===== src/rtl/wb_pkg.sv =====
// ============================================================================
//  wb_pkg : shared types, byte-select encodings and load-extend helper for
//           the multi-lane write-back stage.
//  Revision: 1.0
// ============================================================================
`default_nettype none

package wb_pkg;

    localparam int WB_XLEN    = 32;
    localparam int WB_RADDR_W = 5;

    localparam logic [3:0] BSEL_B0 = 4'b0001;
    localparam logic [3:0] BSEL_B1 = 4'b0010;
    localparam logic [3:0] BSEL_B2 = 4'b0100;
    localparam logic [3:0] BSEL_B3 = 4'b1000;
    localparam logic [3:0] BSEL_H0 = 4'b0011;
    localparam logic [3:0] BSEL_H1 = 4'b1100;
    localparam logic [3:0] BSEL_W  = 4'b1111;

    typedef struct packed {
        logic [WB_XLEN-1:0]    pc;
        logic                  we;
        logic [WB_RADDR_W-1:0] waddr;
        logic [WB_XLEN-1:0]    wdata;
    } trace_entry_t;

    // Top bit flags data that came from a load, for load-use aware consumers.
    typedef struct packed {
        logic                  load;
        logic                  valid;
        logic                  wen;
        logic [WB_RADDR_W-1:0] waddr;
        logic [WB_XLEN-1:0]    wdata;
    } byp_lane_t;

    localparam int BYP_LANE_W = $bits(byp_lane_t);

    function automatic logic [WB_XLEN-1:0] wb_load_ext(
        input logic [3:0]         bsel,
        input logic [WB_XLEN-1:0] rdata,
        input logic               is_unsigned
    );
        logic [7:0]  b;
        logic [15:0] h;
        logic [WB_XLEN-1:0] res;
        b   = 8'h00;
        h   = 16'h0000;
        res = '0;
        case (bsel)
            BSEL_B0: b = rdata[7:0];
            BSEL_B1: b = rdata[15:8];
            BSEL_B2: b = rdata[23:16];
            BSEL_B3: b = rdata[31:24];
            BSEL_H0: h = rdata[15:0];
            BSEL_H1: h = rdata[31:16];
            default: ;
        endcase
        case (bsel)
            BSEL_B0, BSEL_B1, BSEL_B2, BSEL_B3:
                res = {{24{~is_unsigned & b[7]}}, b};
            BSEL_H0, BSEL_H1:
                res = {{16{~is_unsigned & h[15]}}, h};
            BSEL_W:
                res = rdata;
            default:
                res = '0;
        endcase
        return res;
    endfunction

endpackage

`default_nettype wire


===== src/rtl/wb_trace_fifo.sv =====
// ============================================================================
//  wb_trace_fifo : multi-push / single-pop trace FIFO. Valid push lanes are
//                  packed in lane order; one entry drains every cycle.
//  Revision: 1.0
// ============================================================================
`default_nettype none

module wb_trace_fifo
    import wb_pkg::*;
#(
    parameter int LANES = 2,
    parameter int DEPTH = 4,
    localparam int AW   = $clog2(DEPTH),
    localparam int CW   = AW + 1
) (
    input  logic             clk,
    input  logic             reset,
    input  logic [LANES-1:0] push_vld,
    input  trace_entry_t     push_data [LANES],
    output trace_entry_t     head,
    output logic             head_vld,
    output logic [CW-1:0]    free_cnt
);

    trace_entry_t  mem [DEPTH];
    logic [CW-1:0] wr_ptr;
    logic [CW-1:0] rd_ptr;
    logic [CW-1:0] used;
    logic [CW-1:0] push_cnt;
    logic [CW-1:0] slot_ptr [LANES];
    logic          empty;
    logic          full;

    // Each valid lane lands after all lower valid lanes of the same push.
    always_comb begin
        push_cnt = '0;
        for (int i = 0; i < LANES; i++) begin
            slot_ptr[i] = wr_ptr + push_cnt;
            if (push_vld[i]) begin
                push_cnt = push_cnt + CW'(1);
            end
        end
    end

    assign used     = wr_ptr - rd_ptr;
    assign empty    = (wr_ptr == rd_ptr);
    assign full     = (wr_ptr[AW] != rd_ptr[AW]) && (wr_ptr[AW-1:0] == rd_ptr[AW-1:0]);
    assign free_cnt = full ? '0 : (CW'(DEPTH) - used);
    assign head_vld = ~empty;
    assign head     = mem[rd_ptr[AW-1:0]];

    always_ff @(posedge clk or posedge reset) begin
        if (reset) begin
            wr_ptr <= '0;
            rd_ptr <= '0;
        end else begin
            wr_ptr <= wr_ptr + push_cnt;
            if (!empty) begin
                rd_ptr <= rd_ptr + CW'(1);
            end
        end
    end

    always_ff @(posedge clk) begin
        for (int i = 0; i < LANES; i++) begin
            if (push_vld[i]) begin
                mem[slot_ptr[i][AW-1:0]] <= push_data[i];
            end
        end
    end

endmodule

`default_nettype wire


===== src/rtl/wb_stage_mlane.sv =====
// ============================================================================
//  wb_stage_mlane : multi-lane write-back stage (load extend, same-register
//                   conflict kill, RF/bypass drive). Define WB_DEBUG_TRACE_EN
//                   to build the trace FIFO and its backpressure.
//  Revision: 1.0
// ============================================================================
`default_nettype none

module wb_stage_mlane
    import wb_pkg::*;
#(
    parameter int LANES          = 2,
    parameter int XLEN           = WB_XLEN,
    parameter int RADDR_W        = WB_RADDR_W,
    parameter int DBG_FIFO_DEPTH = 4
) (
    input  logic                              clk,
    input  logic                              reset,
    input  logic                              mem_to_wb_valid,
    output logic                              wb_allow_in,
    input  logic [LANES-1:0]                  lane_valid,
    input  logic [LANES*XLEN-1:0]             lane_pc,
    input  logic [LANES-1:0]                  lane_rf_wen,
    input  logic [LANES*RADDR_W-1:0]          lane_rf_waddr,
    input  logic [LANES-1:0]                  lane_sel_mem,
    input  logic [LANES*4-1:0]                lane_mem_bsel,
    input  logic [LANES-1:0]                  lane_mem_unsigned,
    input  logic [LANES*XLEN-1:0]             lane_mem_rdata,
    input  logic [LANES*XLEN-1:0]             lane_alu_result,
    output logic [LANES-1:0]                  rf_we,
    output logic [LANES*RADDR_W-1:0]          rf_waddr,
    output logic [LANES*XLEN-1:0]             rf_wdata,
    output logic [LANES*(3+RADDR_W+XLEN)-1:0] wb_to_by_bus,
    output logic [XLEN-1:0]                   debug_wb_pc,
    output logic [3:0]                        debug_wb_rf_wen,
    output logic [RADDR_W-1:0]                debug_wb_rf_wnum,
    output logic [XLEN-1:0]                   debug_wb_rf_wdata
);

    localparam int BYP_W = 3 + RADDR_W + XLEN;

    logic                     wb_valid;
    logic                     wb_ready_go;
    logic                     bundle_go;
    logic                     accept;
    logic [LANES-1:0]         b_valid;
    logic [LANES-1:0]         b_rf_wen;
    logic [LANES-1:0]         b_sel_mem;
    logic [LANES-1:0]         b_unsigned;
    logic [LANES*RADDR_W-1:0] b_waddr;
    logic [LANES*4-1:0]       b_bsel;
    logic [LANES*XLEN-1:0]    b_rdata;
    logic [LANES*XLEN-1:0]    b_alu;
    logic [RADDR_W-1:0]       lane_waddr [LANES];
    logic [LANES-1:0]         lane_wr;
    logic [LANES-1:0]         kill;

    assign wb_allow_in = ~wb_valid | wb_ready_go;
    assign accept      = mem_to_wb_valid & wb_allow_in;
    assign bundle_go   = wb_valid & wb_ready_go;

    always_ff @(posedge clk or posedge reset) begin
        if (reset) begin
            wb_valid   <= 1'b0;
            b_valid    <= '0;
            b_rf_wen   <= '0;
            b_sel_mem  <= '0;
            b_unsigned <= '0;
            b_waddr    <= '0;
            b_bsel     <= '0;
            b_rdata    <= '0;
            b_alu      <= '0;
        end else begin
            if (wb_allow_in) begin
                wb_valid <= mem_to_wb_valid;
            end
            if (accept) begin
                b_valid    <= lane_valid;
                b_rf_wen   <= lane_rf_wen;
                b_sel_mem  <= lane_sel_mem;
                b_unsigned <= lane_mem_unsigned;
                b_waddr    <= lane_rf_waddr;
                b_bsel     <= lane_mem_bsel;
                b_rdata    <= lane_mem_rdata;
                b_alu      <= lane_alu_result;
            end
        end
    end

    // A lower lane is dropped when any higher lane writes the same register.
    always_comb begin
        kill = '0;
        for (int i = 0; i < LANES; i++) begin
            for (int j = i + 1; j < LANES; j++) begin
                if (lane_wr[j] && (lane_waddr[j] == lane_waddr[i])) begin
                    kill[i] = 1'b1;
                end
            end
        end
    end

    for (genvar i = 0; i < LANES; i++) begin : g_lane
        logic [XLEN-1:0] data;
        byp_lane_t       byp;

        assign lane_waddr[i] = b_waddr[i*RADDR_W +: RADDR_W];
        assign lane_wr[i]    = b_valid[i] & b_rf_wen[i];
        assign data          = b_sel_mem[i]
                             ? wb_load_ext(b_bsel[i*4 +: 4], b_rdata[i*XLEN +: XLEN], b_unsigned[i])
                             : b_alu[i*XLEN +: XLEN];

        assign rf_waddr[i*RADDR_W +: RADDR_W] = lane_waddr[i];
        assign rf_wdata[i*XLEN +: XLEN]       = (lane_waddr[i] == '0) ? '0 : data;
        assign rf_we[i] = bundle_go & lane_wr[i] & (lane_waddr[i] != '0) & ~kill[i];

        assign byp = {b_sel_mem[i], bundle_go & b_valid[i], rf_we[i],
                      lane_waddr[i], rf_wdata[i*XLEN +: XLEN]};
        assign wb_to_by_bus[i*BYP_W +: BYP_W] = byp;
    end

`ifdef WB_DEBUG_TRACE_EN
    localparam int CNT_W = $clog2(DBG_FIFO_DEPTH) + 1;

    logic [LANES*XLEN-1:0] b_pc;
    logic [CNT_W-1:0]      free_cnt;
    logic [LANES-1:0]      push_vld;
    trace_entry_t          push_data [LANES];
    trace_entry_t          head;
    logic                  head_vld;

    always_ff @(posedge clk or posedge reset) begin
        if (reset) begin
            b_pc <= '0;
        end else if (accept) begin
            b_pc <= lane_pc;
        end
    end

    // Room for a whole bundle is required before it may retire.
    assign wb_ready_go = (32'(free_cnt) >= LANES);
    assign push_vld    = {LANES{bundle_go}} & b_valid;

    for (genvar i = 0; i < LANES; i++) begin : g_push
        assign push_data[i] = {b_pc[i*XLEN +: XLEN], rf_we[i], lane_waddr[i],
                               rf_wdata[i*XLEN +: XLEN]};
    end

    wb_trace_fifo #(
        .LANES (LANES),
        .DEPTH (DBG_FIFO_DEPTH)
    ) u_trace_fifo (
        .clk       (clk),
        .reset     (reset),
        .push_vld  (push_vld),
        .push_data (push_data),
        .head      (head),
        .head_vld  (head_vld),
        .free_cnt  (free_cnt)
    );

    assign debug_wb_pc       = head_vld ? head.pc    : '0;
    assign debug_wb_rf_wen   = {4{head_vld & head.we}};
    assign debug_wb_rf_wnum  = head_vld ? head.waddr : '0;
    assign debug_wb_rf_wdata = head_vld ? head.wdata : '0;
`else
    logic unused_pc;

    assign unused_pc         = ^lane_pc;
    assign wb_ready_go       = 1'b1;
    assign debug_wb_pc       = '0;
    assign debug_wb_rf_wen   = '0;
    assign debug_wb_rf_wnum  = '0;
    assign debug_wb_rf_wdata = '0;
`endif

endmodule

`default_nettype wire


===== config.mk =====
export PLATFORM = sky130hd
export DESIGN_NAME = wb_stage_mlane
export DESIGN_NICKNAME = d
export VERILOG_FILES = /design/src/rtl/wb_pkg.sv /design/src/rtl/wb_trace_fifo.sv /design/src/rtl/wb_stage_mlane.sv
export SDC_FILE = /design/constraint.sdc
export NUM_CORES = 1
export LEC_CHECK = 0
export ABC_AREA = 1
export CORE_AREA = 4 4 171 173
export CTS_BUF_LIST = sky130_fd_sc_hd__clkbuf_4 sky130_fd_sc_hd__clkbuf_8 sky130_fd_sc_hd__clkbuf_16
export DETAILED_ROUTE_END_ITERATION = 10
export DIE_AREA = 0 0 175 177
export HOLD_SLACK_MARGIN = 0.02
export MAX_ROUTING_LAYER = met4
export PLACE_DENSITY = 0.68
export SLEW_MARGIN = 10
export SYNTH_ARGS = -nofsm -noshare
export SYNTH_HDL_FRONTEND = slang
export SYNTH_HIERARCHICAL = 1
export SYNTH_SLANG_ARGS = --single-unit

===== constraint.sdc =====
create_clock -name clk -period 5.9 [get_ports clk]
set_input_delay 1.18 -clock clk [delete_from_list [all_inputs] [get_ports clk]]
set_output_delay 1.18 -clock clk [all_outputs]
set_load 0.05 [all_outputs]

==> Flow_metrics.wiki, run 1 <==
{| class="wikitable"
! Metric !! Value
|-
| Run status || completed
|-
| Vertical die dimension || 177 um
|-
| Bufs on Longest Clock Path || 2
|-
| Via count || between 7000 and 8000
|-
| Highest-count cells in the layout ignoring fill and taps || sky130_fd_sc_hd__clkdlybuf4s50_1 (311), sky130_fd_sc_hd__nand2_1 (251), sky130_fd_sc_hd__dfrtp_1 (155)
|-
| Final Power || 3.86 mW
|-
| Sequential share of the synthesized area || 0.421
|-
| Number of antenna violations at the first check in global routing || 1
|-
| Distinct cells, synth || 32
|-
| Finished layout cell area || 0.0124 mm^2
|-
| Setup violations, final || 0
|-
| Global-route wire length before repair || between 40 and 50 mm
|-
| Post-Syn Area || 0.00922 mm^2
|-
| Max_slew headroom || 0.357
|-
| Cell at the root of the clock tree || sky130_fd_sc_hd__clkbuf_16
|-
| Top-Level Pins || 451
|-
| CP Class || reg2out
|-
| Overall overflow remaining after global route || 0
|-
| Number of nets with antenna violations after routing || 0
|-
| HP Start || b_alu[0]$_DFFE_PP0P_
|-
| Endpoint class of the critical path || output pin
|-
| TritonCTS clock tree || built
|-
| Measured slew at the worst slew-check pin || 0.963 ns
|-
| Vias per inst || ~4.6
|-
| Layout overhead on the synthesized area || 34.1%
|-
| Cell depth of the worst min-delay path || 1
|-
| Reg2Reg Depth || 2
|-
| Iter 0 DRT Violations || 498
|-
| Number of standard cells after synthesis || 1102
|-
| Clock latency on the worst-skew pair || ~0.4 ns
|-
| # resized after CTS || 0
|-
| Register-to-Register Setup Slack || 3.81 ns
|-
| Total Routed Length || 29.2 mm
|-
| Part of the cycle the worst path needs || 0.766
|-
| Max-cap violation count || 0
|-
| Dpl hpwl || 22.3 mm
|-
| Drc violations || 0
|-
| Sink of the worst hold path || b_alu[0]$_DFFE_PP0P_
|-
| Leakage power figure || 5.53 nW
|-
| Count of pins over their slew limit || 0
|-
| Most common cell after layout, fill and taps aside || sky130_fd_sc_hd__clkdlybuf4s50_1
|-
| Critical path launch point type || register
|-
| Largest net degree at the start of global routing || 122
|-
| Tightest Hold Check Type || reg2reg
|-
| Number of input and output port buffers inserted || 312
|-
| H-tree lvl count || 4
|-
| Dpl cell area || 0.0118 mm^2
|-
| Yosys Warn Count || 6
|-
| Starting density of the core || 0.334
|-
| Cell Pwr Density || between 300 and 400 mW/mm^2
|-
| Num rows || 61
|-
| Avg Cell Area, Syn || 8.37 um^2
|-
| Post-detailed-route wirelength per cell || about 17 um
|-
| Tmin final || about 4.5 ns
|-
| Number of hold-slack violations in the final timing report || 0
|-
| Required arrival time at the worst endpoint || 4.72 ns
|-
| Setup repair after global routing missed its margin || no
|-
| Final Wtd Congestion || a little over 0.9
|-
| Register bit count reported by yosys || 155
|-
| Worst-path clk slew || 0.07 ns
|-
| Setup_tns || 0 ns
|-
| Layout Nets || 1531
|-
| Highest ir drop seen on vdd || ~150 uV
|-
| Sink count of the clock tree || 155
|-
| Data arrival time at the worst-slack endpoint || 3.34 ns
|-
| Number of global-route vias before repair || 7978
|-
| Fmax || approximately 220 MHz
|-
| Total global-route track usage || 0.191
|-
| Max FO, Critical Path || 25
|-
| Length of the first detailed-routing pass in iterations || 5
|-
| Max Clock Skew || 0 ns
|-
| Fraction of layout instances using a drive strength above 1 || 0.122
|-
| Startpoint of the most critical register-to-register path || b_sel_mem[0]$_DFFE_PP0P_
|-
| Die ar. || slightly above 0.03 mm^2
|-
| Post-CTS repair timing setup buffer count || 0
|-
| Core area || between 0.02 and 0.03 mm^2
|-
| CTS buffer count || 17
|-
| Hold bufs inserted after CTS || 0
|-
| Worst reg2reg path endpoint || b_sel_mem[0]$_DFFE_PP0P_
|-
| Die width || between 150 and 200 um
|}
==> sequential cells by signal (all words and copies together), names as in the netlist <==
register,cells
b_valid,2
b_sel_mem,2
b_rdata,64
b_unsigned,2
b_alu,64
rf_waddr,10
bundle_go,1
b_rf_wen,2
b_bsel,8
==> cell type report <==
cell class / instances / area [um^2]
Clock buffer: 17 / 425
Fill cell: 2722 / 15300
Sequential cell: 155 / 3880
Clock inverter: 15 / 171
Inverter: 79 / 302
Multi-Input combinational cell: 740 / 3940
Antenna cell: 1 / 2.50
Timing Repair Buffer: 317 / 3170
Tap cell: 378 / 473
==> cell usage after synthesis (all sizes together) <==
master | number | area, um^2
buf | 175 | 1280
mux2 | 88 | 991
o22ai | 15 | 93.8
nor2 | 72 | 290
clkbuf | 25 | 93.8
o21ai | 96 | 503
conb | 2 | 7.51
clkinv | 4 | 15.0
o21bai | 1 | 7.51
nand4 | 4 | 25.0
nand3 | 13 | 75.1
a21oi | 105 | 563
dfrtp | 155 | 3880
xnor2 | 2 | 17.5
a31o | 2 | 26.3
o211ai | 1 | 7.51
nand2 | 259 | 1000
inv | 75 | 282
o2111ai | 1 | 8.76
a22oi | 7 | 52.6
==> worst max path at each step <==
| stage | to | slack [ns] | startpoint |
|---|---|---|---|
| 6_report | rf_wdata[8] | 1.38 | rf_waddr[0]$_DFFE_PP0P_ |
| 5_1_grt | rf_wdata[8] | 1.06 | rf_waddr[0]$_DFFE_PP0P_ |
| 4_1_cts | rf_wdata[8] | 1.22 | rf_waddr[0]$_DFFE_PP0P_ |
| 3_5_place_dp | rf_wdata[8] | 1.70 | rf_waddr[1]$_DFFE_PP0P_ |
| 3_3_place_gp | rf_wdata[21] | 1.72 | rf_waddr[1]$_DFFE_PP0P_ |
| 2_1_floorplan | b_alu[0]$_DFFE_PP0P_ | 0.54 | reset |
==> worst max-delay path, stage by stage (launching register included) <==
cell and delay, ns:
sky130_fd_sc_hd__dfrtp_1 0.45, sky130_fd_sc_hd__nor2_1 0.14, sky130_fd_sc_hd__nand4_1 0.43, sky130_fd_sc_hd__inv_1 0.90, sky130_fd_sc_hd__a21oi_1 0.21, sky130_fd_sc_hd__clkdlybuf4s50_1 0.77
==> report_power, final <==
group	leakage [nW]	switching [mW]	internal (mW)
Clock	0.285	0.533	0.572
Combinational	3.40	1.04	0.490
Sequential	1.84	0.0629	1.16
==> metrics by stage <==
step                setup slack (ns)  hold slack, ns   util  instances
CTS                             1.22           0.507  0.448       1701
finish                          1.38           0.501  0.448       1702
global placement                1.72           0.486  0.426       1669
floorplan                      0.542           0.475      -       1174
global route                    1.06           0.518  0.448       1702
detailed placement              1.70           0.491  0.426       1669
==> kinds of logic after synthesis <==
family,after synthesis,synth area share
mux,88,0.107
xor+xnor,2,0.00190
simple gates,348,0.151
buf+inv,279,0.181
flops,155,0.421
other cells,2,0.000814
compound gates,228,0.137
==> per-layer routing <==
layer,wire length [um],share of wire,global-route usage,vias to the layer above
met2,14700,0.50,0.332,344
li1,-,-,-,3781
met1,11800,0.41,0.224,3710
met5,0,0,-,-
met3,2110,0.072,0.0453,23
met4,515,0.018,0.0484,0
Power figures use the tool's default switching activity.
==> run 2: changes to the inputs <==
Settings changed: CORE_AREA 4 4 171 173 to 4 4 173 175, DIE_AREA 0 0 175 177 to 0 0 177 179, PLACE_DENSITY 0.68 to 0.69.
Clock period 5.9 ns to 4.06 ns, I/O delays scaled along.
==> run 2 against run 1 <==
Against the previous run:
- via count grew 1.8%
- die area up 2.3%
- first-iteration DRC count increased by 6.4%
==> Flow_metrics.wiki, run 2 (synthesis gave the netlist of run 1 again) <==
{| class="wikitable"
! Metric !! Value
|-
| Run status || completed
|-
| Number of nets with antenna violations after routing || 0 (unchanged)
|-
| HP Start || b_alu[0]$_DFFE_PP0P_
|-
| Length of the first detailed-routing pass in iterations || 7 (+2)
|-
| Setup repair after global routing missed its margin || no
|-
| Design internal power || 3.25 mW (+46%)
|-
| Fill cell count || 2820 (+3.6%)
|-
| Core area || 0.0285 mm^2 (+3.0%)
|-
| Logic pwr share || 0.386 (-0.011)
|-
| Leakage power figure || 5.74 nW (+4.0%)
|-
| Max-cap violation count || 0 (unchanged)
|-
| Crit path buf inv count || 2 (unchanged)
|-
| Measured slew at the worst slew-check pin || 1.07 ns (+0.106 ns)
|-
| Number of global-route vias before repair || 8042 (+0.80%)
|-
| Cell Pwr Density || 461 mW/mm^2 (+48%)
|-
| Starting density of the core || 0.324 (-0.00986)
|-
| Number of antenna violations at the first check in global routing || 4 (+3)
|-
| Total Routed Length || 29.7 mm (+1.6%)
|-
| Overall overflow remaining after global route || 0 (unchanged)
|-
| Vertical die dimension || 179 um (+1.1%)
|-
| Top-Level Pins || 451 (unchanged)
|-
| Via count || 7997 (+1.8%)
|-
| Num rows || 62 (+1.6%)
|-
| Bufs on Longest Clock Path || 2 (unchanged)
|-
| Data arrival time at the worst-slack endpoint || 3.03 ns (-0.31 ns)
|-
| Vias per inst || 4.65 (+0.76%)
|-
| Tightest Hold Check Type || reg2reg
|-
| Count of pins over their slew limit || 0 (unchanged)
|-
| Total global-route track usage || 0.188 (-0.00309)
|-
| Max FO, Critical Path || 18 (-28%)
|-
| Die ar. || 0.0317 mm^2 (+2.3%)
|-
| CTS buffer count || 17 (unchanged)
|-
| Final Wtd Congestion || 0.909 (+0.32%)
|-
| Clock network fraction of design power || 0.298 (+0.012)
|-
| Most common cell after layout, fill and taps aside || sky130_fd_sc_hd__nand2_1
|-
| Critical path launch point type || register
|-
| Post-CTS repair timing setup buffer count || 0 (unchanged)
|-
| Post-detailed-route wirelength per cell || 17.3 um (+0.61%)
|-
| Tmin final || 3.84 ns
|-
| Worst-path clk slew || 0.08 ns (about the same)
|-
| Gate family responsible for the most delay along the worst path || buffers and inverters
|-
| Sink count of the clock tree || 155 (unchanged)
|-
| CP Class || reg2out
|-
| Highest-count cells in the layout ignoring fill and taps || sky130_fd_sc_hd__nand2_1 (251), sky130_fd_sc_hd__clkdlybuf4s50_1 (210), sky130_fd_sc_hd__dfrtp_1 (155)
|-
| Hold bufs inserted after CTS || 0 (unchanged)
|-
| Layout Nets || 1539 (+0.52%)
|-
| Fraction of power consumed by sequential logic || 0.316 (about the same)
|-
| Max Clock Skew || 0 ns (unchanged)
|-
| Highest ir drop seen on vdd || 243 uV (+66%)
|-
| Setup crit start || b_bsel[4]$_DFFE_PP0P_
|-
| Largest net degree at the start of global routing || 124 (+1.6%)
|-
| Share of total power consumed by net switching || 0.425 (+0.00127)
|-
| Dpl hpwl || 22.5 mm (+1.1%)
|-
| Fraction of layout instances using a drive strength above 1 || 0.202 (+0.0804)
|-
| Number of hold-slack violations in the final timing report || 0 (unchanged)
|-
| Die width || 177 um (+1.1%)
|-
| Max_slew headroom || 0.286 (-0.0715)
|-
| H-tree lvl count || 4 (unchanged)
|-
| Drc violations || 0 (unchanged)
|-
| Post-layout utilization of the core || 0.431 (-0.0164)
|-
| Number of input and output port buffers inserted || 312 (unchanged)
|-
| Cell at the root of the clock tree || sky130_fd_sc_hd__clkbuf_16
|-
| Part of the cycle the worst path needs || 0.946
|-
| Startpoint of the most critical register-to-register path || b_sel_mem[0]$_DFFE_PP0P_
|-
| Final Power || 5.66 mW (+47%)
|-
| Setup_tns || 0 ns (unchanged)
|-
| Fmax || 260 MHz
|-
| Critical Path Slowest Stage Cell || sky130_fd_sc_hd__clkdlybuf4s50_1
|-
| Sw power || 2.41 mW (+47%)
|-
| Layout overhead on the synthesized area || 33.1%
|-
| Slowest stage delay, CP || 0.87 ns (-0.03 ns)
|-
| Iter 0 DRT Violations || 530 (+6.4%)
|-
| Clock latency on the worst-skew pair || 0.42 ns (about the same)
|-
| Ordered cell list for the critical path || nand2_1 > inv_2 > nand2_2 > nand2_2 > a31o_2 > nand2_1 > a21oi_1 > clkdlybuf4s50_1
|-
| Setup violations, final || 0 (unchanged)
|-
| TritonCTS clock tree || built
|-
| Endpoint class of the critical path || output pin
|-
| Global-route wire length before repair || 44.8 mm (-0.84%)
|-
| Required arrival time at the worst endpoint || 3.25 ns (-1.47 ns)
|}
## run 2: cell types whose count changed in the layout (fill, tap and decap cells not counted), sizes merged
| cell | delta |
|---|---|
| clkdlybuf4s50 | -101 |
| buf | +108 |
| diode | +3 |
| dlymetal6s2s | +1 |
| clkinvlp | -1 |
| bufinv | +1 |
## run 2: cell type report
class | instances | area (um^2) | area share
well taps | 384 | 480 | 0.0391
flip-flops and latches | 155 | 3880 | 0.316
repair buffers | 325 | 3050 | 0.248
clock buffers | 17 | 425 | 0.0346
clock inverters | 15 | 193 | 0.0157
multi-input cells | 740 | 3940 | 0.321
diodes | 4 | 10.0 | 0.000815
inverters | 79 | 300 | 0.0245
## run 2: per-layer routing
| layer | global-route usage | up-vias | routed length [um] |
|---|---|---|---|
| met1 | 0.214 | 3788 | 11500 |
| met3 | 0.0487 | 34 | 2420 |
| met4 | 0.0513 | 0 | 596 |
| met2 | 0.329 | 374 | 15100 |
| met5 | - | - | 0 |
| li1 | - | 3801 | - |
## run 2: metrics by stage
stage          instances  setup slack, ns  cell area [um^2]  hold WS, ns
5_1_grt             1719           0.0227             12300        0.518
2_1_floorplan       1174            0.766              9500        0.475
3_3_place_gp        1683            0.725             11600        0.487
4_1_cts             1715            0.176             12300        0.510
3_5_place_dp        1683            0.676             11600        0.492
6_report            1719            0.221             12300        0.504
## run 2: path summary, 6_finish.rpt
kind                                              to  slack, ns  cells after the start
max reg2reg                 b_sel_mem[0]$_DFFE_PP0P_       1.68                      3
max                                 wb_to_by_bus[44]       0.22                      8
min                             b_alu[0]$_DFFE_PP0P_       0.50                      1
max in group asynchronous  b_unsigned[0]$_DFFE_PP0P_       2.29                      3
min reg2reg                     b_alu[0]$_DFFE_PP0P_       0.50                      1
min in group asynchronous    b_rdata[19]$_DFFE_PP0P_       0.98                      2
## run 2: repair_timing
action / 4_1_cts / 5_1_grt
endpoints found under the hold margin: 0 / 0
resized for setup: 0 / 1
setup endpoints to repair: 0 / 1
## run 2: power groups by stage
| stage | Combinational, mW | Clock (mW) | Sequential (mW) |
|---|---|---|---|
| detailed placement | 2.20 | 0 | 1.82 |
| floorplan | 1.66 | 0 | 1.82 |
| global placement | 2.18 | 0 | 1.81 |
| CTS | 2.20 | 1.73 | 1.79 |
| finish | 2.19 | 1.69 | 1.79 |
| global route | 2.31 | 1.79 | 1.81 |
